===== config.mk =====
export PLATFORM = sky130hd
export DESIGN_NAME = led_pwm_peripheral
export DESIGN_NICKNAME = d
export VERILOG_FILES = /design/src/rtl/led_pwm_peripheral.sv
export SDC_FILE = /design/constraint.sdc
export NUM_CORES = 1
export LEC_CHECK = 0
export CAP_MARGIN = 20
export CORE_UTILIZATION = 50
export CTS_CLUSTER_DIAMETER = 40
export DETAILED_ROUTE_END_ITERATION = 12
export GPL_ROUTABILITY_DRIVEN = 0
export PLACE_DENSITY = 0.82
export SLEW_MARGIN = 20
export SYNTH_ARGS = -nofsm -noshare
export SYNTH_HDL_FRONTEND = slang
export SYNTH_SLANG_ARGS = --single-unit

===== constraint.sdc =====
create_clock -name clk -period 2.3 [get_ports clk]
set_input_delay 0.46 -clock clk [delete_from_list [all_inputs] [get_ports clk]]
set_output_delay 0.46 -clock clk [all_outputs]
set_load 0.02 [all_outputs]

===== src/rtl/led_pwm_peripheral.sv =====
// Purpose: memory-mapped LED driver with per-channel static/blink mode, global PWM dimming and SET/CLR/TGL helpers.
// Latency: reads are combinational; a register write at edge N reaches leds_o after edge N+1.
// Backpressure: none; every read and write strobe is accepted in the cycle it is presented.
module led_pwm_peripheral #(
  parameter int NUM_LEDS = 8,
  parameter int PWM_BITS = 8,
  parameter int BLINK_W  = 24
) (
  input  logic                clk,
  input  logic                rst,
  input  logic                rd_en_i,
  input  logic                wr_en_i,
  input  logic [31:0]         addr_i,
  input  logic [31:0]         data_i,
  output logic [31:0]         data_o,
  output logic [NUM_LEDS-1:0] leds_o
);

  // Word offsets, i.e. addr_i[4:2] of each register.
  localparam logic [2:0] REG_LED    = 3'd0;
  localparam logic [2:0] REG_OUT    = 3'd1;
  localparam logic [2:0] REG_MODE   = 3'd2;
  localparam logic [2:0] REG_PERIOD = 3'd3;
  localparam logic [2:0] REG_DUTY   = 3'd4;
  localparam logic [2:0] REG_SET    = 3'd5;
  localparam logic [2:0] REG_CLR    = 3'd6;
  localparam logic [2:0] REG_TGL    = 3'd7;

  logic [NUM_LEDS-1:0] led_q, led_d;
  logic [NUM_LEDS-1:0] mode_q, mode_d;
  logic [BLINK_W-1:0]  period_q, period_d;
  logic [PWM_BITS-1:0] duty_q, duty_d;
  logic [PWM_BITS-1:0] pwm_cnt_q, pwm_cnt_d;
  logic [BLINK_W-1:0]  blink_cnt_q, blink_cnt_d;
  logic                blink_ph_q, blink_ph_d;
  logic [NUM_LEDS-1:0] leds_q, leds_d;

  logic [2:0]          word_sel;
  logic                aligned;
  logic                wr_hit;
  logic                period_wr;
  logic                pwm_on;
  logic                unused_bits;

  assign word_sel  = addr_i[4:2];
  assign aligned   = (addr_i[1:0] == 2'b00);
  assign wr_hit    = wr_en_i && aligned;
  assign period_wr = wr_hit && (word_sel == REG_PERIOD);

  // Upper address bits and upper data bits are deliberately ignored.
  assign unused_bits = ^{addr_i[31:5], data_i};

  // Register-file next state: plain writes plus bit-set/clear/toggle on LED.
  always_comb begin
    led_d    = led_q;
    mode_d   = mode_q;
    period_d = period_q;
    duty_d   = duty_q;
    if (wr_hit) begin
      case (word_sel)
        REG_LED:    led_d    = data_i[NUM_LEDS-1:0];
        REG_MODE:   mode_d   = data_i[NUM_LEDS-1:0];
        REG_PERIOD: period_d = data_i[BLINK_W-1:0];
        REG_DUTY:   duty_d   = data_i[PWM_BITS-1:0];
        REG_SET:    led_d    = led_q | data_i[NUM_LEDS-1:0];
        REG_CLR:    led_d    = led_q & ~data_i[NUM_LEDS-1:0];
        REG_TGL:    led_d    = led_q ^ data_i[NUM_LEDS-1:0];
        default:    led_d    = led_q;
      endcase
    end
  end

  // Blink timebase: phase flips every PERIOD+1 cycles; a PERIOD write restarts the high phase.
  always_comb begin
    blink_cnt_d = blink_cnt_q + BLINK_W'(1);
    blink_ph_d  = blink_ph_q;
    if (period_wr || (period_q == '0)) begin
      blink_cnt_d = '0;
      blink_ph_d  = 1'b1;
    end else if (blink_cnt_q == period_q) begin
      blink_cnt_d = '0;
      blink_ph_d  = ~blink_ph_q;
    end
  end

  // PWM compare; an all-ones duty means fully on rather than one dark cycle per period.
  always_comb begin
    pwm_cnt_d = pwm_cnt_q + PWM_BITS'(1);
    pwm_on    = (pwm_cnt_q < duty_q) || (duty_q == {PWM_BITS{1'b1}});
  end

  // Per-channel output gating from the current (pre-write) register values.
  always_comb begin
    leds_d = led_q & {NUM_LEDS{pwm_on}} & (~mode_q | {NUM_LEDS{blink_ph_q}});
  end

  // State registers with synchronous reset taking precedence over writes.
  always_ff @(posedge clk) begin
    if (rst) begin
      led_q       <= '0;
      mode_q      <= '0;
      period_q    <= '0;
      duty_q      <= {PWM_BITS{1'b1}};
      pwm_cnt_q   <= '0;
      blink_cnt_q <= '0;
      blink_ph_q  <= 1'b1;
      leds_q      <= '0;
    end else begin
      led_q       <= led_d;
      mode_q      <= mode_d;
      period_q    <= period_d;
      duty_q      <= duty_d;
      pwm_cnt_q   <= pwm_cnt_d;
      blink_cnt_q <= blink_cnt_d;
      blink_ph_q  <= blink_ph_d;
      leds_q      <= leds_d;
    end
  end

  assign leds_o = leds_q;

  // Read mux: zero-extended register contents, zero for write-only, unmapped or idle.
  always_comb begin
    data_o = '0;
    if (rd_en_i && aligned) begin
      case (word_sel)
        REG_LED:    data_o[NUM_LEDS-1:0] = led_q;
        REG_OUT:    data_o[NUM_LEDS-1:0] = leds_q;
        REG_MODE:   data_o[NUM_LEDS-1:0] = mode_q;
        REG_PERIOD: data_o[BLINK_W-1:0]  = period_q;
        REG_DUTY:   data_o[PWM_BITS-1:0] = duty_q;
        default:    data_o = '0;
      endcase
    end
  end

endmodule


==> results by group <==
Setup path
  – WP data arrival: 1800 ps
  – Worst Setup EP: data_o[4]
  – Slowest cell on the critical path: clkdlybuf4s50_1
  – R2R cell count: 5
  – CP startpoint: addr_i[1]
  – Critical path launch point type: input pin
  – Worst stage delay on the critical path: 440 ps
  – RR Endpoint: blink_cnt_q[17]
  – Worst r2r src: period_q[21]
  – CP required: 1840 ps
  – CP Max Fanout: 4
  – WS Path Type: input pin to primary output
  – CP Capture Type: primary output
  – FF-to-FF setup slack: 330 ps
  – Crit-path cells: clkdlybuf4s50_1 -> nor2_2 -> nand2_2 -> or2_2 -> nor2_1 -> buf_4

Detailed routing
  – Remaining routing DRC violations: 0
  – Per-cell routed wire length: 16.35 um
  – Number of routed nets with antenna violations: 0
  – DR vias: 4591
  – 1st-iter DRT viols: 282
  – DR vias/cell: 5.619
  – Routed Wire Length: 13360 um
  – Initial DRT Pass Iterations: 5

GRT
  – Global route overflow: 0
  – Vias in the first global route: 4555
  – First-pass GRT wire length: 21670 um
  – Largest net degree at the start of global routing: 29
  – Antenna violations before repair: 0
  – GRT Overall Usage: 27.14%

Floorplan
  – Die width: 101.1 um
  – Initial Utilization: 52.40%
  – IO Pins: 108
  – Die Y: 101.1 um
  – Die ar.: 10220 um2
  – Row count: 35
  – Core ar.: 9371 um2

Synthesis
  – Post-Synth Simple-Gate Area: 23.21%
  – Average cell area after synthesis: 8.240 um2
  – FF+latch count, synth: 89
  – Cells after Synth: 596
  – Seq/Total Area, Yosys: 36.28%
  – Synth cell types: 44
  – Synth Area in XOR/XNOR: 9.274%
  – Number of synthesis warnings: 0
  – Compound-cell area share of the yosys netlist: 12.03%
  – Post-Syn Area: 4911 um2
  – Post-Synth Adder-Cell Area: 6.369%
  – Largest family of logic cells by synthesized area: simple AND/OR/NAND/NOR gates
  – Post-synthesis mux area share: 6.548%

Placed design
  – PortBufs: 64
  – Placement Cell Area: 5842 um2
  – Hpwl dp: 9823 um
  – Pre-CTS setup slack: -578.8 ps

CTS
  – Clk buf depth: 2
  – H-Tree Depth: 3
  – CTS sink cnt: 89
  – CTS clk-pin slew, worst paths: 90 ps
  – CTS tree: done
  – Hold buffer count at cts: 0
  – Clk root buf: clkbuf_8
  – Worst-skew pair later-pin latency: 360 ps
  – Cts bufs inserted: 9

STA
  – Clock skew: 8.311 ps
  – Final Slew Violations: 0
  – Slew @ Worst Pin: 751.0 ps
  – Max-slew headroom: 49.83%
  – Final setup margin: 42.64 ps
  – Tcrit/Tclk final: 98.15%
  – Final Critical Period: 2257 ps
  – Count of final setup violators: 0
  – Max Clock Freq: 0.4430 GHz
  – Final Hold Viols: 0

Power
  – VDD IR max: 0.3252 mV
  – Cell Pwr Density: 512.2 nW/um2
  – Leakage: 2.720 nW

Cells and area
  – Syn-to-layout area delta: 22.78%
  – Layout cells sized above 1: 14.24%
  – FILL cells: 798
  – Nets: 776
  – Diodes inserted: 0
  – Finished Cell Area: 6030 um2

Min path
  – Hold crit path type: flip-flop to flip-flop

Flow run
  – Max Cap Violations: 0

Run status
  – Outcome: finished, final reports clean
==> power by group <==
part / total (W) / internal, W / switching, W / leakage, nW
combinational: 0.000369 / 0.000178 / 0.000191 / 1.90
clock: 0.00114 / 0.000544 / 0.000597 / 0.103
sequential: 0.00158 / 0.00156 / 0.0000193 / 0.719
==> cells in the mapped netlist (all sizes together) <==
cell type  number  area, um2
conb            1      3.750
o311a           1      10.01
or2             1      6.260
buf            25      158.9
o21a            1      7.510
nor2           70      262.8
and4            3      26.28
a211oi          8      60.06
nand2          72      270.3
clkinv          1      3.750
or3             2      12.51
nor3b           2      15.01
nand3          33      165.2
a21oi          49      245.2
inv            27      101.4
o22a            4      35.03
nand4           9      56.30
and2           19      118.9
nor4           11      75.07
or4             2      15.01
dfxtp          89       1782
ha             25      312.8
a21o            2      15.01
clkbuf         11      41.29
a22oi           1      7.510
mux4            4      90.09
and3            7      43.79
o211ai          8      60.06
o21ai          13      80.08
mux2i          22      220.2
mux2            1      11.26
nor3            2      10.01
a22o            8      70.07
nand2b          6      37.54
nor2b           4      25.02
xor2           44      385.4
xnor2           8      70.07
==> critical path, delay by kind of cell <==
kind,cells,cell delay (ps)
buf+inv,2,590
simple gates,4,740
==> sequential cells by signal, indices dropped and copies added, names as in the netlist <==
register     count
led_q            8
duty_q           8
mode_q           8
pwm_cnt_q        8
blink_cnt_q     24
blink_ph_q       1
period_q        24
leds_o           8
==> final cells by class <==
cell class / count / area [um2] / area share [%]
clock buffer: 10 / 137.6 / 2.283
multi-input combinational: 450 / 2875 / 47.69
sequential: 89 / 1782 / 29.55
tap: 129 / 161.4 / 2.677
inverter: 28 / 105.1 / 1.743
clock inverter: 6 / 72.57 / 1.204
timing repair buffer: 105 / 895.9 / 14.86
==> per-layer routing <==
layer	routed length [um]	global-route usage [%]
met5	0	0
met4	393	14.38
met3	976	3.051
met2	6424	45.84
met1	5561	34.07
==> worst min-delay path by stage <==
stage                     slack (ps)      endpoint  depth (start not counted)         start
after global placement           440  pwm_cnt_q[0]                          1  pwm_cnt_q[0]
after floorplan                  420  pwm_cnt_q[0]                          1  pwm_cnt_q[0]
after detailed placement         440  pwm_cnt_q[0]                          1  pwm_cnt_q[0]
after CTS                        460  pwm_cnt_q[0]                          1  pwm_cnt_q[0]
after global routing             490  pwm_cnt_q[0]                          1  pwm_cnt_q[0]
final                            460  pwm_cnt_q[0]                          1  pwm_cnt_q[0]
==> placed cells by master, fill, tap and decap left out, drive strengths merged, types with 2 or more instances in the layout <==
cell type      Yosys  layout
and3               7       7
a22o               8       8
nor2              70      70
nand2             72      72
o22a               4       4
clkbuf            11      11
a21oi             49      49
o211ai             8       8
conb               1       8
mux4               4       4
nor3b              2       2
nand2b             6       6
clkinv             1       3
o21ai             13      13
dfxtp             89      89
clkdlybuf4s50      0      37
or4                2       2
a21o               2       2
and4               3       3
a211oi             8       8
xor2              44      44
or3                2       2
nand3             33      33
nand4              9       9
xnor2              8       8
nor4              11      11
ha                25      25
buf               25      64
nor3               2       2
inv               27      29
mux2i             22      22
nor2b              4       4
and2              19      19
==> metrics by stage <==
stage	instances	hold slack, ps	utilization (%)	total power [W]	setup TNS, ps
after floorplan	603	420.6	-	0.001808	0
after global placement	797	436.6	62.34	0.001948	-13390
after detailed placement	797	444.5	62.34	0.001960	-14020
after CTS	816	464.2	63.97	0.003084	0
after global routing	817	491.0	64.34	0.003196	-27.71
final	817	462.1	64.34	0.003088	0
==> kinds of logic (layout without fill, tap and decap cells) <==
kind of cell / count (synthesis) / count (layout)
adder cells (fa/ha/maj): 25 / 25
AND/OR/NAND/NOR: 243 / 243
AO/OA/AOI/OAI: 95 / 95
flip-flops: 89 / 89
XOR/XNOR: 52 / 52
multiplexers: 27 / 27
other: 1 / 8
buffers and inverters: 64 / 149
==> what timing repair did <==
action | in CTS | in global routing
gates resized for setup | 104 | 14
setup endpoints to repair | 24 | 24
setup buffers | 2 | 0
pin swaps | 0 | 2
cloned | 1 | 1
No activity file was read; power rests on OpenSTA's default activity.
